<file path="config.mk">
export PLATFORM = sky130hd
export DESIGN_NAME = ad4630_acq_ctrl
export DESIGN_NICKNAME = d
export VERILOG_FILES = /design/src/rtl/ad4630_acq_ctrl_pkg.sv /design/src/rtl/ad4630_period_tick.sv /design/src/rtl/ad4630_acq_ctrl.sv
export SDC_FILE = /design/constraint.sdc
export NUM_CORES = 1
export LEC_CHECK = 0
export ABC_AREA = 1
export BUFFER_PORTS_ARGS = -buffer_cell sky130_fd_sc_hd__buf_2
export CELL_PAD_IN_SITES_DETAIL_PLACEMENT = 0
export CELL_PAD_IN_SITES_GLOBAL_PLACEMENT = 1
export CORE_MARGIN = 2
export CORE_UTILIZATION = 40
export CTS_CLUSTER_SIZE = 40
export DETAILED_ROUTE_END_ITERATION = 16
export HOLD_SLACK_MARGIN = 0.08
export PLACE_DENSITY_LB_ADDON = 0.1
export SLEW_MARGIN = 10
export SYNTH_ARGS = -nofsm -noshare
export SYNTH_HDL_FRONTEND = slang
export SYNTH_SLANG_ARGS = --single-unit
</file>
<file path="constraint.sdc">
create_clock -name i_clk -period 4.4 [get_ports i_clk]
set_clock_uncertainty 0.2 [all_clocks]
set_input_delay 0.22 -clock i_clk [delete_from_list [all_inputs] [get_ports i_clk]]
set_output_delay 0.22 -clock i_clk [all_outputs]
set_load 0.01 [all_outputs]
</file>
<file path="src/rtl/ad4630_acq_ctrl_pkg.sv">
// Shared types and helpers for the AD4630 acquisition sequencer: state encoding,
// sample/lane geometry and the lane de-interleave function.
package ad4630_acq_ctrl_pkg;

  localparam int AD4630_SAMPLE_W = 24;
  localparam int AD4630_LANES    = 4;
  localparam int AD4630_LANE_W   = 6;

  typedef enum logic [2:0] {
    ST_IDLE      = 3'd0,
    ST_INIT_XFER = 3'd1,
    ST_INIT_REL  = 3'd2,
    ST_CNV_HI    = 3'd3,
    ST_CONV_WAIT = 3'd4,
    ST_READ      = 3'd5,
    ST_READ_REL  = 3'd6
  } state_t;

  // Lane k carries sample bits 23-k, 19-k, ... MSB first, so the lanes interleave nibble-wise.
  function automatic logic signed [AD4630_SAMPLE_W-1:0] deinterleave(
    input logic [AD4630_SAMPLE_W-1:0] lanes
  );
    logic signed [AD4630_SAMPLE_W-1:0] s;
    s = '0;
    for (int j = 0; j < AD4630_LANE_W; j++) begin
      for (int k = 0; k < AD4630_LANES; k++) begin
        s[AD4630_SAMPLE_W-1-AD4630_LANES*j-k] = lanes[AD4630_LANE_W*k+AD4630_LANE_W-1-j];
      end
    end
    return s;
  endfunction

endpackage

</file>
<file path="src/rtl/ad4630_period_tick.sv">
// Sample-period counter for the AD4630 sequencer; counts only while run is high
// and is held at zero otherwise, so the first tick lands a full period after run rises.
module ad4630_period_tick #(
  parameter int SAMPLE_PERIOD = 500
) (
  input  logic clk,
  input  logic rst_n,
  input  logic run,
  output logic tick
);

  localparam int CNT_W = $clog2(SAMPLE_PERIOD);
  localparam logic [CNT_W-1:0] LAST = CNT_W'(SAMPLE_PERIOD - 1);

  logic [CNT_W-1:0] cnt;

  always_ff @(posedge clk or negedge rst_n) begin
    if (!rst_n) begin
      cnt <= '0;
    end else if (!run || cnt == LAST) begin
      cnt <= '0;
    end else begin
      cnt <= cnt + 1'b1;
    end
  end

  assign tick = run && (cnt == LAST);

endmodule

</file>
<file path="src/rtl/ad4630_acq_ctrl.sv">
// AD4630 acquisition sequencer: config-word init through the SPI engine, CNV pacing,
// read issue and 4-lane sample reassembly. Optional macro AD4630_OFFSET_CAL_EN adds offset removal.
module ad4630_acq_ctrl
  import ad4630_acq_ctrl_pkg::*;
#(
  parameter int SAMPLE_PERIOD = 500,
  parameter int CNV_HIGH_CYC  = 4,
  parameter int CONV_WAIT_CYC = 30,
  parameter int INIT_WORDS    = 4
) (
  input  logic        i_clk,
  input  logic        i_rst,
  input  logic        i_en,
  input  logic        i_init_req,
  output logic [2:0]  o_init_idx,
  input  logic [23:0] i_init_word,
  output logic        o_spi_start,
  input  logic        i_spi_done,
  output logic        o_adc_init,
  output logic [23:0] o_adc_init_data,
  input  logic [23:0] i_lane_data,
  input  logic [23:0] i_offset,
  output logic        o_cnv,
  output logic [23:0] o_sample,
  output logic        o_sample_valid,
  output logic        o_init_done,
  output logic        o_overrun,
  output logic [2:0]  o_state
);

  localparam logic [2:0] LAST_IDX = 3'(INIT_WORDS - 1);

  state_t      state, state_nxt;
  logic [15:0] cyc;
  logic [2:0]  idx;
  logic        last_word;
  logic        init_pend;
  logic        init_done;
  logic        overrun;
  logic        tick;
  logic        start_init, enter_xfer, xfer_done, init_finish, capture, tick_drop;

  ad4630_period_tick #(
    .SAMPLE_PERIOD(SAMPLE_PERIOD)
  ) u_tick (
    .clk  (i_clk),
    .rst_n(i_rst),
    .run  (i_en && init_done),
    .tick (tick)
  );

  always_comb begin
    state_nxt   = state;
    start_init  = 1'b0;
    enter_xfer  = 1'b0;
    xfer_done   = 1'b0;
    init_finish = 1'b0;
    capture     = 1'b0;
    // A request arriving this cycle already outranks the tick.
    tick_drop   = tick && (state != ST_IDLE || init_pend || i_init_req);
    case (state)
      ST_IDLE: begin
        if (init_pend) begin
          start_init = 1'b1;
          enter_xfer = 1'b1;
          state_nxt  = ST_INIT_XFER;
        end else if (tick && !i_init_req) begin
          state_nxt = ST_CNV_HI;
        end
      end
      ST_INIT_XFER: begin
        if (i_spi_done) begin
          xfer_done = 1'b1;
          state_nxt = ST_INIT_REL;
        end
      end
      ST_INIT_REL: begin
        if (!i_spi_done) begin
          if (last_word) begin
            init_finish = 1'b1;
            state_nxt   = ST_IDLE;
          end else begin
            enter_xfer = 1'b1;
            state_nxt  = ST_INIT_XFER;
          end
        end
      end
      ST_CNV_HI: begin
        if (cyc == 16'(CNV_HIGH_CYC - 1)) state_nxt = ST_CONV_WAIT;
      end
      ST_CONV_WAIT: begin
        if (cyc == 16'(CONV_WAIT_CYC - 1)) state_nxt = ST_READ;
      end
      ST_READ: begin
        if (i_spi_done) begin
          capture   = 1'b1;
          state_nxt = ST_READ_REL;
        end
      end
      ST_READ_REL: begin
        if (!i_spi_done) state_nxt = ST_IDLE;
      end
      default: state_nxt = ST_IDLE;
    endcase
  end

  // idx is advanced when a word's done arrives, so o_init_idx already points at the
  // next word while INIT_REL waits and the word is ready to latch on re-entry.
  always_ff @(posedge i_clk or negedge i_rst) begin
    if (!i_rst) begin
      state           <= ST_IDLE;
      cyc             <= '0;
      idx             <= '0;
      last_word       <= 1'b0;
      init_pend       <= 1'b0;
      init_done       <= 1'b0;
      overrun         <= 1'b0;
      o_adc_init_data <= '0;
    end else begin
      state     <= state_nxt;
      cyc       <= (state_nxt != state) ? '0 : cyc + 1'b1;
      init_pend <= (init_pend && !start_init) || i_init_req;
      overrun   <= (overrun && !i_init_req) || tick_drop;
      if (start_init) init_done <= 1'b0;
      else if (init_finish) init_done <= 1'b1;
      if (start_init || init_finish) idx <= '0;
      else if (xfer_done && idx != LAST_IDX) idx <= idx + 1'b1;
      if (xfer_done) last_word <= (idx == LAST_IDX);
      if (enter_xfer) o_adc_init_data <= i_init_word;
    end
  end

  assign o_state     = state;
  assign o_init_idx  = idx;
  assign o_init_done = init_done;
  assign o_overrun   = overrun;
  assign o_cnv       = (state == ST_CNV_HI);
  assign o_spi_start = (state == ST_INIT_XFER) || (state == ST_READ);
  assign o_adc_init  = (state == ST_INIT_XFER) || (state == ST_INIT_REL);

  logic signed [23:0] lane_sample;
  assign lane_sample = deinterleave(i_lane_data);

`ifdef AD4630_OFFSET_CAL_EN
  function automatic logic signed [23:0] sat24(input logic signed [24:0] x);
    if (x > 25'sd8388607) return 24'sh7FFFFF;
    else if (x < -25'sd8388608) return 24'sh800000;
    else return x[23:0];
  endfunction

  logic signed [23:0] raw_p0;
  logic               vld_p0;
  logic signed [24:0] diff_p0;
  assign diff_p0 = 25'(raw_p0) - 25'($signed(i_offset));

  // stage p0: capture de-interleaved sample
  always_ff @(posedge i_clk or negedge i_rst) begin
    if (!i_rst) begin
      raw_p0 <= '0;
      vld_p0 <= 1'b0;
    end else begin
      vld_p0 <= capture;
      if (capture) raw_p0 <= lane_sample;
    end
  end

  // stage p1: offset removal with saturation
  always_ff @(posedge i_clk or negedge i_rst) begin
    if (!i_rst) begin
      o_sample       <= '0;
      o_sample_valid <= 1'b0;
    end else begin
      o_sample_valid <= vld_p0;
      if (vld_p0) o_sample <= sat24(diff_p0);
    end
  end
`else
  logic unused_offset;
  assign unused_offset = ^i_offset;

  // stage p0: capture de-interleaved sample straight to the output
  always_ff @(posedge i_clk or negedge i_rst) begin
    if (!i_rst) begin
      o_sample       <= '0;
      o_sample_valid <= 1'b0;
    end else begin
      o_sample_valid <= capture;
      if (capture) o_sample <= lane_sample;
    end
  end
`endif

endmodule

</file>
## Word level (Yosys, flattened, before mapping)

Cells that the tools add are included.
W data, S select, Z words.

- Bits in registers: 84
- Latch bits: 0
- Memory bits (writable): 0
- Memory bits (read-only): 0
- Input bits: 77
- Output and inout port bits: 60
- Word-level logic and storage cells: 75
- Memories kept: 0

- $add $sub $neg: 3
- Multiply operators: 0
- Div/mod/pow operators: 0
- Magnitude comparators: 0
- Equal/unequal tests: 12
- Shifts and indexed selects: 0
- Multiplexer cells: 27
- Bitwise operators: 0
- Reductions and logical operators: 22

Operators by type and width:

| kind | number |
|---|---|
| $mux W3 | 10 |
| $pmux W3 S7 | 1 |
| $add A16 B1 Y16 const B | 1 |
| $eq A16 B2 Y1 const B | 1 |
| $eq A16 B5 Y1 const B | 1 |
| $mux W16 | 1 |
| $mux W1 | 13 |
| $add A9 B1 Y9 const B | 1 |
| $eq A3 B2 Y1 const B | 3 |
| $eq A3 B3 Y1 const B | 3 |
| $eq A9 B9 Y1 const B | 1 |
| $mux W9 | 1 |
| $logic_or A1 B1 Y1 | 8 |
| $logic_and A1 B1 Y1 | 7 |
| $reduce_bool A2 Y1 | 2 |
| $add A3 B1 Y3 const B | 1 |
| $eq A3 B1 Y1 const B | 1 |
| $logic_not A1 Y1 | 3 |
| $logic_not A3 Y1 | 1 |
| $ne A3 B2 Y1 const B | 1 |
| $ne A3 B3 Y1 | 1 |
| $reduce_bool A3 Y1 | 1 |
| $pmux W1 S2 | 1 |

## Depth between registers and ports, before layout

Gate-level depths: netlist of the first run.

- Depth in word-level cells: 8
- Gate-level depth with buffers: 12
- Gate-level depth less buffers: 11

## By module

From an unflattened synthesis of the first run, not the netlist that was laid out.

- Cell total of the unflattened synthesis: 412
- Area, all modules: 3860.0 µm²

Modules (own cells, without submodules):

| module | instances | cells an instance | area each (µm²) | sequential area each (µm²) |
|---|---|---|---|---|
| ad4630_acq_ctrl | 1 | 350 | 3368.2 | 1876.8 |
| ad4630_period_tick | 1 | 62 | 491.7 | 225.2 |

## Worst setup path before layout of the first run

No wires, ideal clock.

- Kind: register to register
- From: register u_tick.cnt[0]
- To: register u_tick.cnt[8]
- Setup time: 0.064 ns
- Data arrival time: 1.496 ns
- Data required time: 4.136 ns
- Path slack: 2.640 ns
- Stages on the path, launching flop included: 9
- Path buffers: 1
- Clock period less this slack: 1.760 ns
- Path through: dfrtp_1 ha_1 nand2_1 nor2_1 and2_1 or2_2 buf_2 a21oi_1 o21a_1

- Longest elaborated chain between the ends: 3
- Elaborated cells on any way between the ends: 4
- Those cells by class: 1 x add/sub; 1 x eq/ne; 1 x mux; 1 x reduce/logical

Ends and longest elaborated chain:

| element | line | source |
|---|---|---|
| start: declaration | ad4630_period_tick.sv:15 | `logic [CNT_W-1:0] cnt;` |
| start signal: assignment | ad4630_period_tick.sv:23 | `cnt <= cnt + 1'b1;` |
| parallel branches: the longest is 2 deep, another holds $add A9 B1 Y9 | -- |  |
| $mux W9 (*) | ad4630_period_tick.sv:20 | `end else if (!run \|\| cnt == LAST) begin` |

Mark *: on every way between the ends.
A chain may end at the register's enable or synchronous reset.

## Worst setup path in the final report of the first run

- From: register state[1] (netlist: o_state[1])
- To: register o_sample[11]

- Longest elaborated chain between the ends: 2

Ends and longest elaborated chain:

| element | line | source |
|---|---|---|
| start: declaration | ad4630_acq_ctrl.sv:33 | `state_t state, state_nxt;` |
| start signal: assignment | ad4630_acq_ctrl.sv:120 | `state <= state_nxt;` |
| $eq A3 B3 Y1 | ad4630_acq_ctrl.sv:61 | `case (state)` |
| $mux W1 | ad4630_acq_ctrl.sv:61 |  |
| end signal: assignment | ad4630_acq_ctrl.sv:188 | `if (capture) o_sample <= lane_sample;` |
| end: declaration | ad4630_acq_ctrl.sv:24 | `output logic [23:0] o_sample,` |

Every way passes these cells.

==> metrics.md, run 1 <==
| Metric | Value |
|---|---|
| Flip-flop and latch count after synthesis | 84 |
| Count of boundary I/O pins | between 100 and 150 |
| Final sum of negative setup slack | 0 ns |
| Crit start category | flip-flop |
| Class of the worst hold path | input pin to flip-flop |
| Number of instances in the synthesized netlist | roughly 400 |
| Post-synth top flop | dfrtp_1 |
| DPL Wire Length | between 5 and 6 mm |
| Die height | approximately 100 um |
| Count of hold buffers inserted by post-cts repair | 51 |
| Number of setup buffers added after CTS | 0 |
| Leakage component of the power | 2.61 nW |
| Vias in the first global route | roughly 3,100 |
| CTS tree | done |
| Core region area | just under 10,000 um^2 |
| Area of the die | 10,600 um^2 |
| Drt via density | approximately 4.5 |
| Setup repair after global routing missed its margin | no |
| Number of failing hold endpoints at the final stage | 0 |
| Layout overhead on the synthesized area | 34.5% |
| Start point of the critical path | o_state[1]$_DFF_PN0_ |
| Hold wc startpoint | i_en |
| CTS H-Tree Depth | 3 |
| Fraction of synthesis flops using an asynchronous set or reset pin | 100% |
| Root buffer cell | clkbuf_8 |
| Power per Cell Area | approximately 520 nW/um^2 |
| Largest net degree at the start of global routing | between 80 and 90 |
| Number of clock sinks | 84 |
| Horizontal extent of the die | 103 um |
| Initial antenna violation count | 0 |
| Number of flops mapped to enable cells by yosys | 0 |
| Post-synthesis instance area | slightly below 4000 um^2 |
| Maximum clock rate | approximately 360 MHz |
| Post-Route Utilization | around 55% |
| Std cell rows | 36 |
| Post-cts resize count | 0 |
| Drt wl/cell | 12.5 um |
| Global-route total usage across every layer | between 10% and 20% |
| Transition time at the pin with the least slew margin | between 1 and 1.5 ns |
| Number of input and output port buffers inserted | ~110 |
| Start of the worst register-to-register path | o_state[1]$_DFF_PN0_ |
| Yosys warnings | 0 |
| Number of antenna repair diodes | 0 |
| Placed Instance Area | between 4000 and 5000 um^2 |
| DR iter-0 viols | between 80 and 90 |
| Maximum fanout encountered on the critical timing path | 25 |
| Total of max-cap violations | 0 |
| Worst max-slew margin expressed relative to the limit | about a quarter |
| Required time of the critical path | ~4.5 ns |
| Avg Cell Area, Syn | a little over 10 um^2 |
| DRC violation count after routing | 0 |
| Insertion delay of the later-clocked pin in the worst-skew pair | around 0.35 ns |
| Final Setup Violations | 0 |
| Number of vias in the routed layout | roughly 3,100 |
| Unique masters post-synth | 33 |
| TritonCTS Buffers | 9 |
| Placer Congestion | 0.754 |
| Endpoint arrival time on the critical path | around 2.9 ns |
| Antenna violation net count after detailed routing | 0 |
| First-pass GRT wire length | 14.3 mm |
| Final Instance Area | roughly 5300 um^2 |
| Status | complete, no violations |
| Initial core utilization | between 40 and 50% |
| Number of iterations in the first detailed-routing pass | 4 |
| Post-Syn Nets | approximately 470 |
| Fraction of layout cells with a size suffix above 1 | a little over a third |
| Worst setup EP type | flip-flop |
| Final clock period utilization by the worst path | 63.2% |
| Critical path start-end classification | flip-flop to flip-flop |
| Sequential element share of the synthesized area | 53.4% |
| Sum of overflow across all layers after global routing | 0 |
| Worst supply voltage drop on vdd | ~270 uV |
| Clk pin slew, worst setup/hold paths | about 0.08 ns |
| DRT Wirelength | 8.64 mm |
| Final number of max-transition violations | 0 |
| Minimum clock period after layout | about 2.8 ns |
| Clk buf depth | 2 |
| Net total in the final layout | around 640 |
[routing by layer]
| layer | track usage [%] | share of wire (%) |
|---|---|---|
| met3 | 3.97 | 4.4 |
| met5 | 0 | 0 |
| met2 | 28.4 | 50 |
| met4 | 8.10 | 2.2 |
| met1 | 21.7 | 44 |
[report_power, final]
part | switching (W) | internal, W | leakage, nW | total [W]
sequential | 0.000140 | 0.000980 | 1.10 | 0.00112
clock | 0.000278 | 0.000283 | 0.101 | 0.000561
combinational | 0.000603 | 0.000478 | 1.41 | 0.00108
[cells by family (layout without fill, tap and decap cells)]
logic type | Yosys count | in the layout | synth area share (%)
fa+ha+maj | 5 | 5 | 1.59
buf+inv | 38 | 207 | 4.83
mux | 24 | 24 | 6.87
compound gates | 12 | 12 | 1.84
xor+xnor | 14 | 14 | 3.12
flops | 84 | 84 | 53.4
simple gates | 213 | 213 | 28.3
[registers in the layout (all words and copies together) (netlist names)]
name	flops
last_word	1
o_state	3
o_sample	24
o_overrun	1
u_tick.cnt	9
o_sample_valid	1
cyc	16
o_init_idx	3
init_pend	1
o_adc_init_data	24
o_init_done	1
[worst paths after layout]
kind	end	slack, ns	depth (start not counted)
setup / recovery	o_sample[11]$_DFFE_PN0P_	1.62	5
hold / removal	o_overrun$_DFF_PN0_	0.15	5
setup reg to reg	o_sample[11]$_DFFE_PN0P_	1.62	5
hold reg to reg	u_tick.cnt[0]$_DFF_PN0_	0.27	1
max in group asynchronous	cyc[9]$_DFF_PN0_	2.91	2
min in group asynchronous	o_state[1]$_DFF_PN0_	0.41	2
[synth_stat cells (2+ instances only)]
library cell	n	share of area, %
nor3_1	8	1.0
nor2_2	6	0.95
xor2_1	11	2.4
inv_2	3	0.29
inv_1	25	2.4
dfrtp_1	84	53
mux2_2	24	6.9
nand3_2	4	1.0
nor3b_1	3	0.57
o21ai_0	5	0.64
nor4_1	2	0.32
nand2_1	105	10
o21a_1	2	0.38
nor2_1	34	3.2
nand3_4	3	1.3
ha_1	5	1.6
buf_6	2	0.57
a21oi_1	3	0.38
nand2_2	8	1.3
nand4_1	6	0.95
nand3_1	13	1.7
clkbuf_1	2	0.19
nor2_4	16	4.6
xnor2_1	3	0.67
buf_4	4	0.76
nor3_2	2	0.51
[area by class of cell]
cell class | count | area [um^2]
multi-input cells | 268 | 1640
inverters | 28 | 105
flip-flops and latches | 84 | 2100
well taps | 133 | 166
repair buffers | 163 | 1070
clock buffers | 12 | 145
fillers | 913 | 4350
clock inverters | 4 | 56.3
[layout by cell type (no fill, tap or decap), types with 4 or more instances in the layout]
cell,Yosys,layout
xor2_1,11,11
clkbuf_8,0,10
nor2_2,6,6
nand3_2,4,4
dlygate4sd3_1,0,51
o21ai_0,5,5
nand2_2,8,8
nor2_1,34,34
nand3_1,13,13
dfrtp_1,84,84
buf_2,1,111
nand4_1,6,6
inv_1,25,25
ha_1,5,5
nor3_1,8,8
nor2_4,16,16
nand2_1,105,105
mux2_2,24,24
[critical path: stages, from the launching register on]
cell and delay, ns:
dfrtp_1 0.51, nor2_2 0.24, nand3_1 0.82, inv_2 0.72
nand2_1 0.12, nand2_1 0.09
[through the flow]
step	setup slack [ns]	std cells	total power [W]	hold slack, ns
detailed placement	1.57	625	0.00219	0.218
floorplan	2.64	390	0.00190	-0.276
CTS	1.56	692	0.00280	0.138
global placement	1.59	625	0.00217	0.214
global route	1.33	692	0.00298	0.167
finish	1.62	692	0.00276	0.147
Power figures use the tool's default switching activity.
==> inputs of run 2 (changes only) <==
- CORE_UTILIZATION: 40 -> 37
- clock period: 4.4 -> 2.7 ns (I/O delays scaled with it)
==> metrics.md, run 2 (synthesized netlist as in run 1, its figures left out) <==
| Metric | Value |
|---|---|
| Number of setup buffers added after CTS | 0 (unchanged) |
| Worst setup EP type | flip-flop (unchanged) |
| Final Instance Area | 5350 um^2 (was 5290 um^2) |
| Leakage component of the power | 2.64 nW (was 2.61 nW) |
| Count of boundary I/O pins | 137 (unchanged) |
| Largest regs | o_adc_init_data x24, o_sample x24, cyc x16 (unchanged) |
| Vias in the first global route | 3,225 (was 3,140) |
| Root buffer cell | clkbuf_8 (unchanged) |
| Setup repair after global routing missed its margin | no (unchanged) |
| CTS tree | done (unchanged) |
| DR iter-0 viols | 108 (was 83) |
| Number of clock sinks | 84 (unchanged) |
| Number of input and output port buffers inserted | 112 (unchanged) |
| Die height | 107 um (was 103 um) |
| Post-Route Utilization | 51.9% (was 54.9%) |
| Fraction of layout cells with a size suffix above 1 | 35.5% (was 34.9%) |
| Number of failing hold endpoints at the final stage | 0 (unchanged) |
| DRC violation count after routing | 0 (unchanged) |
| Antenna violation net count after detailed routing | 0 (unchanged) |
| Class of the worst hold path | input pin to asynchronous set/reset pin (was input pin to flip-flop) |
| Insertion delay of the later-clocked pin in the worst-skew pair | 0.35 ns (about the same) |
| Final sum of negative setup slack | 0 ns (unchanged) |
| Horizontal extent of the die | 107 um (was 103 um) |
| Sum of overflow across all layers after global routing | 0 (unchanged) |
| Worst supply voltage drop on vdd | 424 uV (was 265 uV) |
| Crit start category | flip-flop (unchanged) |
| Leading cell types in the layout, fill and taps excluded | buf_2, nand2_1, dfrtp_1 (unchanged) |
| Drt via density | 4.51 (about the same) |
| Clk buf depth | 2 (unchanged) |
| Drt wl/cell | 12.5 um (about the same) |
| Maximum fanout encountered on the critical timing path | 16 (was 25) |
| Area of the die | 11,500 um^2 (was 10,600 um^2) |
| Post-cts resize count | 0 (unchanged) |
| Total of max-cap violations | 0 (unchanged) |
| TritonCTS Buffers | 9 (unchanged) |
| Required time of the critical path | 2.77 ns (was 4.49 ns) |
| Minimum clock period after layout | 2.09 ns (was 2.78 ns) |
| Placer Congestion | 0.784 (was 0.754) |
| Maximum clock rate | 479 MHz (was 360 MHz) |
| Commonest non-fill, non-tap cell in the layout | buf_2 (unchanged) |
| DRT Wirelength | 8.73 mm (was 8.64 mm) |
| Initial core utilization | 38.1% (was 40.8%) |
| CTS H-Tree Depth | 3 (unchanged) |
| Number of antenna repair diodes | 0 (unchanged) |
| Clk pin slew, worst setup/hold paths | 0.09 ns (was 0.08 ns) |
| DPL Wire Length | 5.91 mm (was 5.73 mm) |
| Core region area | 10,300 um^2 (was 9640 um^2) |
| Pre-CTS setup slack | 0.617 ns (was 1.57 ns) |
| Initial antenna violation count | 0 (unchanged) |
| Global-route total usage across every layer | 16.4% (was 17.3%) |
| Critical path start-end classification | flip-flop to flip-flop (unchanged) |
| Final clock period utilization by the worst path | 77.3% (was 63.2%) |
| Final Setup Violations | 0 (unchanged) |
| Largest net degree at the start of global routing | 47 (was 85) |
| Power per Cell Area | 866 nW/um^2 (was 522 nW/um^2) |
| Number of iterations in the first detailed-routing pass | 4 (unchanged) |
| Std cell rows | 37 (was 36) |
| Worst max-slew margin expressed relative to the limit | 59.6% (was 24.5%) |
| Final number of max-transition violations | 0 (unchanged) |
| Endpoint arrival time on the critical path | 2.16 ns (was 2.87 ns) |
| Net total in the final layout | 640 (was 636) |
| Number of vias in the routed layout | 3,153 (was 3,118) |
| Placed Instance Area | 4600 um^2 (was 4580 um^2) |
| First-pass GRT wire length | 15.2 mm (was 14.3 mm) |
| Transition time at the pin with the least slew margin | 0.607 ns (was 1.13 ns) |
| Total Power | 0.00463 W (was 0.00276 W) |
| Post-route setup slack | 0.612 ns (was 1.62 ns) |
| Status | complete, no violations (unchanged) |
| Layout overhead on the synthesized area | 36.1% (was 34.5%) |
[run 2: cell types whose count changed in the layout (fill, tap and decap cells not counted), sizes merged]
cell | before | now
buf | 112 | 115
clkbuf | 12 | 9
inv | 29 | 32
clkinv | 2 | 0
bufinv | 1 | 2
clkinvlp | 0 | 1
dlygate4sd3 | 51 | 52
[run 2: area by class of cell]
type,instances,area [um^2]
timing repair buffer,167,1110
multi-input combinational,268,1640
sequential,84,2100
inverter,28,105
tap,136,170
fill,962,4970
clock inverter,7,105
clock buffer,9,124
[run 2: final timing paths]
path / start / endpoint / slack [ns] / cells after the start
max: cyc[0]$_DFF_PN0_ / cyc[15]$_DFF_PN0_ / 0.61 / 9
min: i_rst / cyc[12]$_DFF_PN0_ / 0.13 / 2
max reg2reg: cyc[0]$_DFF_PN0_ / cyc[15]$_DFF_PN0_ / 0.61 / 9
min reg2reg: u_tick.cnt[0]$_DFF_PN0_ / u_tick.cnt[0]$_DFF_PN0_ / 0.27 / 1
max in group asynchronous: i_rst / cyc[1]$_DFF_PN0_ / 1.46 / 3
min in group i_clk: u_tick.cnt[0]$_DFF_PN0_ / u_tick.cnt[0]$_DFF_PN0_ / 0.27 / 1
[run 2: stage by stage]
stage / cells / hold slack, ns
2_1_floorplan: 390 / -0.361
3_3_place_gp: 631 / -0.00528
3_5_place_dp: 631 / -0.0125
4_1_cts: 699 / 0.156
5_1_grt: 699 / 0.200
6_report: 699 / 0.135
[run 2: metal layers]
layer	GRT usage, %	up-vias	routed length [um]
li1	-	1582	-
met1	22.7	1478	4220
met2	25.3	83	3910
met3	4.19	10	509
met4	5.29	0	93
met5	0	-	0
[run 2: worst max-delay path, stage by stage (launching register included)]
cell and delay [ns]:
dfrtp_1 0.46, ha_1 0.27, nand2_2 0.09, nor2_4 0.12
nand2_2 0.08, nand2_2 0.12, nand3_4 0.09, nand2_2 0.08
nand3_4 0.31, nor2_1 0.20
[run 2: repair_timing]
action / in CTS / in global routing
hold endpoints to repair: 107 / 0
setup endpoints to repair: 0 / 0
hold buffers: 52 / 0
[run 2: where the power goes]
group / internal, W / switching, W
clock network: 0.000538 / 0.000500
logic: 0.000782 / 0.000980
registers: 0.00160 / 0.000236
total: 0.00292 / 0.00172
